File: src/rtl/fila_pkg.sv
// Shared types and defaults for the stop-queue scheduler (fila_scheduler).
package fila_pkg;

  localparam int DEPTH_DEF = 16;
  localparam int AW_DEF    = 4;
  localparam int FW        = 2;

  typedef enum logic [2:0] {
    IDLE        = 3'd0,
    CLEAR       = 3'd1,
    POP         = 3'd2,
    SCAN        = 3'd3,
    FIT         = 3'd4,
    APPEND_ORIG = 3'd5,
    APPEND_DEST = 3'd6
  } state_e;

endpackage

File: src/rtl/fila_between_cmp.sv
// Floor comparator: strict "floor lies between prev and cur" plus equality with either stop.
module fila_between_cmp
  import fila_pkg::*;
(
  input  logic [FW-1:0] prev_i,
  input  logic [FW-1:0] cur_i,
  input  logic [FW-1:0] floor_i,
  output logic          hit_o,
  output logic          eq_o
);

  logic [FW-1:0] lo;
  logic [FW-1:0] hi;

  always_comb begin
    lo    = (prev_i < cur_i) ? prev_i : cur_i;
    hi    = (prev_i < cur_i) ? cur_i  : prev_i;
    hit_o = (lo < floor_i) && (floor_i < hi);
    eq_o  = (prev_i == floor_i) || (cur_i == floor_i);
  end

endmodule

File: src/rtl/fila_scheduler.sv
// Stop-queue sequencer: serves clear/pop and places origin/destination stops in the stop RAM.
// Optional macro FILA_DEDUP_EN: skip the origin stop when that floor is already queued.
module fila_scheduler
  import fila_pkg::*;
#(
  parameter int DEPTH = DEPTH_DEF,
  parameter int AW    = AW_DEF
) (
  input  logic          clk,
  input  logic          reset,
  input  logic          req_valid,
  output logic          req_ready,
  input  logic [1:0]    req_tipo,
  input  logic [1:0]    req_origem,
  input  logic [1:0]    req_destino,
  input  logic          pop,
  input  logic          clear_all,
  output logic          busy,
  output logic [AW:0]   count,
  output logic          empty,
  output logic          full,
  output logic          ram_weT,
  output logic          ram_shift,
  output logic          ram_fit,
  output logic          ram_clear,
  output logic [AW-1:0] ram_addr_sec,
  output logic [AW-1:0] ram_addr_sec_ant,
  output logic          ram_in_eh_origem,
  output logic [1:0]    ram_in_tipo,
  output logic [1:0]    ram_in_origem,
  output logic [1:0]    ram_in_destino,
  input  logic [1:0]    ram_saida_sec,
  input  logic [1:0]    ram_saida_sec_ant,
  output logic [2:0]    dbg_state
);

  localparam logic [AW:0] REQ_MAX  = (AW+1)'(DEPTH - 2);
  localparam logic [AW:0] FULL_CNT = (AW+1)'(DEPTH);
  localparam logic [AW:0] ONE_C    = (AW+1)'(1);

  state_e        state_q;
  logic [AW:0]   count_q;
  logic [AW-1:0] k_q;
  logic [AW-1:0] addr_sec_q;
  logic [AW-1:0] addr_ant_q;
  logic          pend_q;
  logic          wet_q;
  logic          shift_q;
  logic          fit_q;
  logic          clr_q;
  logic          eh_q;
  logic [FW-1:0] tipo_q;
  logic [FW-1:0] orig_q;
  logic [FW-1:0] dest_q;

  logic [AW:0]   k_ext;
  logic          cur_valid;
  logic [FW-1:0] cur_eff;
  logic          cmp_hit;
  logic          cmp_eq;
  logic          scan_hit;
  logic          scan_last;

  // Handshake: a request transfers on a rising edge with req_valid && req_ready; ready is only
  // offered in IDLE with two free entries and no clear/pop (new or pending) competing for that cycle.
  assign req_ready = reset && (state_q == IDLE) && (count_q <= REQ_MAX)
                     && !clear_all && !pop && !pend_q;

  assign busy             = (state_q != IDLE);
  assign count            = count_q;
  assign empty            = (count_q == '0);
  assign full             = (count_q == FULL_CNT);
  assign ram_weT          = wet_q;
  assign ram_shift        = shift_q;
  assign ram_fit          = fit_q;
  assign ram_clear        = clr_q;
  assign ram_addr_sec     = addr_sec_q;
  assign ram_addr_sec_ant = addr_ant_q;
  assign ram_in_eh_origem = eh_q;
  assign ram_in_tipo      = tipo_q;
  assign ram_in_origem    = orig_q;
  assign ram_in_destino   = dest_q;
  assign dbg_state        = state_q;

  // With a single valid stop the comparator sees (prev, prev): no between-hit, only equality.
  assign k_ext     = {1'b0, k_q};
  assign cur_valid = (k_ext < count_q);
  assign cur_eff   = cur_valid ? ram_saida_sec : ram_saida_sec_ant;
  assign scan_hit  = cur_valid && cmp_hit;
  assign scan_last = ((k_ext + ONE_C) >= count_q);

  fila_between_cmp u_cmp (
    .prev_i  (ram_saida_sec_ant),
    .cur_i   (cur_eff),
    .floor_i (orig_q),
    .hit_o   (cmp_hit),
    .eq_o    (cmp_eq)
  );

`ifdef FILA_DEDUP_EN
  logic scan_dup;
  assign scan_dup = (count_q != '0) && cmp_eq;
`else
  logic unused_eq;
  assign unused_eq = cmp_eq;
`endif

  always_ff @(posedge clk or negedge reset) begin
    if (!reset) begin
      state_q    <= IDLE;
      count_q    <= '0;
      k_q        <= '0;
      addr_sec_q <= '0;
      addr_ant_q <= '0;
      pend_q     <= 1'b0;
      wet_q      <= 1'b0;
      shift_q    <= 1'b0;
      fit_q      <= 1'b0;
      clr_q      <= 1'b0;
      eh_q       <= 1'b0;
      tipo_q     <= '0;
      orig_q     <= '0;
      dest_q     <= '0;
    end else begin
      case (state_q)
        IDLE: begin
          if (clear_all) begin
            state_q <= CLEAR;
            clr_q   <= 1'b1;
            pend_q  <= 1'b0;
          end else if (pop || pend_q) begin
            state_q <= POP;
            shift_q <= (count_q != '0);
            pend_q  <= 1'b0;
          end else if (req_valid && req_ready) begin
            state_q    <= SCAN;
            k_q        <= AW'(1);
            addr_ant_q <= '0;
            addr_sec_q <= AW'(1);
            eh_q       <= 1'b1;
            tipo_q     <= req_tipo;
            orig_q     <= req_origem;
            dest_q     <= req_destino;
          end
        end
        CLEAR: begin
          clr_q   <= 1'b0;
          count_q <= '0;
          state_q <= IDLE;
        end
        POP: begin
          shift_q <= 1'b0;
          if (shift_q) count_q <= count_q - ONE_C;
          state_q <= IDLE;
        end
        SCAN: begin
`ifdef FILA_DEDUP_EN
          if (scan_dup) begin
            wet_q   <= 1'b1;
            eh_q    <= 1'b0;
            state_q <= APPEND_DEST;
          end else
`endif
          if (scan_hit) begin
            fit_q   <= 1'b1;
            state_q <= FIT;
          end else if (scan_last) begin
            wet_q   <= 1'b1;
            state_q <= APPEND_ORIG;
          end else begin
            k_q        <= k_q + AW'(1);
            addr_ant_q <= k_q;
            addr_sec_q <= k_q + AW'(1);
          end
        end
        FIT: begin
          fit_q   <= 1'b0;
          count_q <= count_q + ONE_C;
          wet_q   <= 1'b1;
          eh_q    <= 1'b0;
          state_q <= APPEND_DEST;
        end
        APPEND_ORIG: begin
          count_q <= count_q + ONE_C;
          eh_q    <= 1'b0;
          state_q <= APPEND_DEST;
        end
        APPEND_DEST: begin
          wet_q   <= 1'b0;
          count_q <= count_q + ONE_C;
          state_q <= IDLE;
        end
        default: state_q <= IDLE;
      endcase
      if (pop && (state_q != IDLE)) pend_q <= 1'b1;
    end
  end

endmodule

File: config.mk
export PLATFORM = sky130hd
export DESIGN_NAME = fila_scheduler
export DESIGN_NICKNAME = d
export VERILOG_FILES = /design/src/rtl/fila_pkg.sv /design/src/rtl/fila_between_cmp.sv /design/src/rtl/fila_scheduler.sv
export SDC_FILE = /design/constraint.sdc
export NUM_CORES = 1
export LEC_CHECK = 0
export ABC_AREA = 1
export BUFFER_PORTS_ARGS = -buffer_cell sky130_fd_sc_hd__buf_2
export CORE_ASPECT_RATIO = 1.4
export CORE_MARGIN = 2
export CORE_UTILIZATION = 37
export CTS_CLUSTER_DIAMETER = 100
export CTS_CLUSTER_SIZE = 14
export DETAILED_ROUTE_END_ITERATION = 16
export SYNTH_ARGS = -nofsm -noshare
export SYNTH_HDL_FRONTEND = slang
export SYNTH_SLANG_ARGS = --single-unit
File: constraint.sdc
create_clock -name clk -period 6.2 [get_ports clk]
set_input_delay 1.55 -clock clk [delete_from_list [all_inputs] [get_ports clk]]
set_output_delay 1.55 -clock clk [all_outputs]
set_load 0.03 [all_outputs]
==> results.md <==
- The run finished with clean final reports.
- In this run the most critical hold path is launched from ram_addr_sec_ant[3].
- After floorplanning, the core was sized to cover 4880 um2.
- The number of endpoints with negative hold slack in the final report came to 0.
- After Yosys synthesis, full adders, half adders and majority gates account for 13.0% of the synthesized area.
- The endpoint arrival time on the critical path is 2650 ps.
- For this design the static power due to leakage is 1.30 nW.
- In this run the remaining antenna-violating nets after routing total 0.
- The critical path in this run is classified as input pin to output port.
- The number of global-route vias before repair is 1487.
- Detailed placement finished with a half-perimeter wire length of 3.26 mm.
- The remaining design rule violation count is 0.
- The clock period could shrink to 4200 ps.
- The initial cell density of the core is 38.5%.
- The first-pass GRT wire length is 6.68 mm.
- In this run the number of H-tree levels came out at 1.
- Derived from the worst setup path, the maximum achievable clock frequency is 238 MHz.
- In the routed layout, each cell is associated on average with a via count of 4.71.
- In this run, CTS created clock tree buffers numbering 3.
- The top cell type by area accounts for 37.3% of the synthesized area.
- After clock tree synthesis, the clock-pin slew on the worst setup and hold paths is 90 ps.
- The measured slew at the worst slew-check pin is 651 ps.
- The maximum buffer depth of the clock tree is 2.
- The overall overflow remaining after global route is 0.
- The global-route usage over all layers is 14.9%.
- The post-cts gate resize count is 0.
- STA classifies the critical path endpoint as an output port.
- Across the VDD grid, the largest voltage drop is 0.208 mV.
- The required time at the endpoint of the critical path is 4650 ps.
- The diode insertion count for antenna repair is 0.
- The final layout contains routed wiring with a total length of 4.05 mm.
- In this run, synthesis produced a sequential element count of 28.
- The number of hold buffers added after CTS was 0.
- The CTS tree is yes.
- The library cell used most frequently in the layout, excluding fill and tap cells, is sky130_fd_sc_hd__nand2_1.
- Dividing the detail-routed wire length by the instance count gives 11.8 um.
- The I/O pin count is 46.
- The overall die width is 64.2 um.
- The max-slew violation count was 0.
- The vertical extent of the die is 88.3 um.
- The top cell types in the final layout, fill and taps aside, are 67 x sky130_fd_sc_hd__nand2_1, 45 x sky130_fd_sc_hd__buf_2, 37 x sky130_fd_sc_hd__inv_1, 28 x sky130_fd_sc_hd__dfrtp_1.
- The net count of the finished layout is 313.
- The synthesized netlist cell count is 229.
- The detailed router placed 1611 vias in this run.
- Sequential cells were found to cover 37.3% of the synthesized design area.
- The type of element launching the critical path is an input pin.
- The filler cells instantiated in the layout total 505.
- Across the run, the number of max-cap violations was 0.
- After synthesis, the cell types taking the most area are sky130_fd_sc_hd__dfrtp_1 37%, sky130_fd_sc_hd__nand2_1 13%, sky130_fd_sc_hd__ha_1 12%.
- The most critical setup path has its startpoint at reset.
- The total nets after synthesis is 263.
- For this design, the sink count on the clock tree is 28.
- The full die area is 5670 um2.
- Between clock sinks in the finished design, the worst skew comes to 5.71 ps.
- The number of port buffers is 45.
- The worst path meets setup with 2000 ps of slack.
- The library cell occupying the most area in the post-synthesis netlist is sky130_fd_sc_hd__dfrtp_1.
- The worst setup timing slack at the placement stage is 1950 ps.
- Summing the areas of all and, or, nand and nor instances in the mapped netlist gives 29.2% of the synthesized area.
- At the end of routability-driven placement, the weighted congestion stood at 0.824.
- The cell area power density is 536 nW/um2.
- The clock reaches the later pin of the worst-skew pair after 280 ps.
- The buffer type at the clock tree root is sky130_fd_sc_hd__clkbuf_8.
- For hold timing, the worst endpoint is ram_addr_sec_ant[3].
- The pin count of the biggest net entering global routing is 30.
- In this run the post-CTS setup repair buffer count came out at 0.
- The yosys synthesis warning count is 0.
- For this block, the initial DRC count from the detailed router was 56.
- In this run the worst hold path is classified as flop to flop.
- The ratio of final minimum period to clock period is 67.7%.
- The worst register-to-register path begins at count[2].
- The end of the worst register-to-register path is ram_addr_sec[0].
- The number of search-and-repair iterations in the first detailed-routing pass is 4.
- A synthesized cell averages 8.21 um2.
- The number of rows in the core area is 30.
- The share of synthesized area spent on multiplexers is 3.20%.
- Of the cells placed in the final design, the portion with a size suffix greater than 1 is 24.8%.
- Of the total synthesized cell area, the portion taken by XOR and XNOR cells is 1.86%.
- The fraction of the mapped netlist area in compound gates is 7.59%.
- The relative max-transition margin is 56.6%.
- Setup repair after global routing left no endpoint under its margin.
- For this run, the share of the core covered by cells in the final layout is 45.9%.
- For flop-to-flop paths, the worst setup slack is 3460 ps.
- Of all nets on the critical path, the largest fanout is 29.
- Hold timing on the final database bottoms out at a slack of 475 ps.
- The summed instance area of the synthesized netlist is 1880 um2.
- Setup violations remaining at the end of the flow were counted as 0.
- By area, the combinational part of the netlist is dominated by simple AND/OR/NAND/NOR gates.
- From synthesis to final layout, the design area changed by 19.2%.
- Adding up every negative setup slack in the final design gives 0 ps.
- The initial antenna violation count was 0.
- The length in cells of the worst reg-to-reg path is 17.
- The worst hold path stage count is 2.
- Counting distinct cell types in the post-synthesis netlist gives 30.
==> per-stage QoR <==
step / std cells / instance area [um2] / total power [W]
finish: 342 / 2240 / 0.00120
global route: 342 / 2240 / 0.00132
CTS: 342 / 2240 / 0.00121
detailed placement: 338 / 2180 / 0.00110
global placement: 338 / 2180 / 0.00108
floorplan: 229 / 1880 / 0.000905
==> flip-flops by register name (all words and copies together), names as in the netlist, 2 cells and up <==
name and flops:
ram_addr_sec 4, dbg_state 3, ram_in_destino 2, ram_in_tipo 2, ram_in_origem 2, ram_addr_sec_ant 4
count 5
==> cells in the mapped netlist <==
| master | instances |
|---|---|
| sky130_fd_sc_hd__a21boi_0 | 2 |
| sky130_fd_sc_hd__a21o_1 | 1 |
| sky130_fd_sc_hd__a21oi_1 | 10 |
| sky130_fd_sc_hd__dfrtp_1 | 28 |
| sky130_fd_sc_hd__fa_1 | 1 |
| sky130_fd_sc_hd__ha_1 | 18 |
| sky130_fd_sc_hd__inv_1 | 37 |
| sky130_fd_sc_hd__inv_2 | 2 |
| sky130_fd_sc_hd__mux2_4 | 4 |
| sky130_fd_sc_hd__nand2_1 | 67 |
| sky130_fd_sc_hd__nand2_2 | 2 |
| sky130_fd_sc_hd__nand2_4 | 3 |
| sky130_fd_sc_hd__nand3_1 | 6 |
| sky130_fd_sc_hd__nand3_4 | 1 |
| sky130_fd_sc_hd__nand4_1 | 6 |
| sky130_fd_sc_hd__nand4_2 | 1 |
| sky130_fd_sc_hd__nand4_4 | 1 |
| sky130_fd_sc_hd__nor2_1 | 18 |
| sky130_fd_sc_hd__nor2_2 | 1 |
| sky130_fd_sc_hd__nor2_4 | 2 |
| sky130_fd_sc_hd__nor3_1 | 2 |
| sky130_fd_sc_hd__nor3_2 | 1 |
| sky130_fd_sc_hd__nor3_4 | 1 |
| sky130_fd_sc_hd__o21a_1 | 1 |
| sky130_fd_sc_hd__o21ai_0 | 2 |
| sky130_fd_sc_hd__o21ba_2 | 1 |
| sky130_fd_sc_hd__o22ai_1 | 4 |
| sky130_fd_sc_hd__o2bb2ai_1 | 1 |
| sky130_fd_sc_hd__o32ai_1 | 1 |
| sky130_fd_sc_hd__xor2_1 | 4 |
==> area by class of cell <==
cell class	instances	area, um2	area share (%)
multi-input cells	162	1030	46.1
inverters	39	146	6.54
well taps	64	80.1	3.58
flip-flops and latches	28	701	31.3
repair buffers	45	225	10.1
clock buffers	4	55.1	2.46
==> metal layers <==
layer / routed length (um) / GRT usage (%) / up-vias
li1: - / - / 836
met1: 1720 / 16.6 / 740
met2: 2150 / 29.1 / 30
met3: 132 / 1.91 / 5
met4: 45 / 4.64 / 0
met5: 0 / 0 / -
==> how the worst max path moves through the flow <==
stage | slack, ps | endpoint
after global routing | 1830 | req_ready
final | 2000 | req_ready
after detailed placement | 1950 | req_ready
after CTS | 1940 | req_ready
after floorplan | 1960 | req_ready
after global placement | 1960 | req_ready
==> report_power, final <==
group	internal, W	switching [W]
Sequential	0.000255	0.0000716
Combinational	0.000258	0.000501
Clock	0.0000569	0.0000563
Total	0.000571	0.000629
==> cells by family after synthesis <==
logic type / count (synthesis)
AND/OR/NAND/NOR: 112
buffers and inverters: 39
flip-flops: 28
AO/OA/AOI/OAI: 23
adder cells (fa/ha/maj): 19
XOR/XNOR: 4
multiplexers: 4
==> worst max-delay path: stages <==
cell	delay, ps
sky130_fd_sc_hd__buf_2	510
sky130_fd_sc_hd__nand2_1	150
sky130_fd_sc_hd__nor3_1	210
sky130_fd_sc_hd__buf_2	220
(Power assumes the default switching activity.)
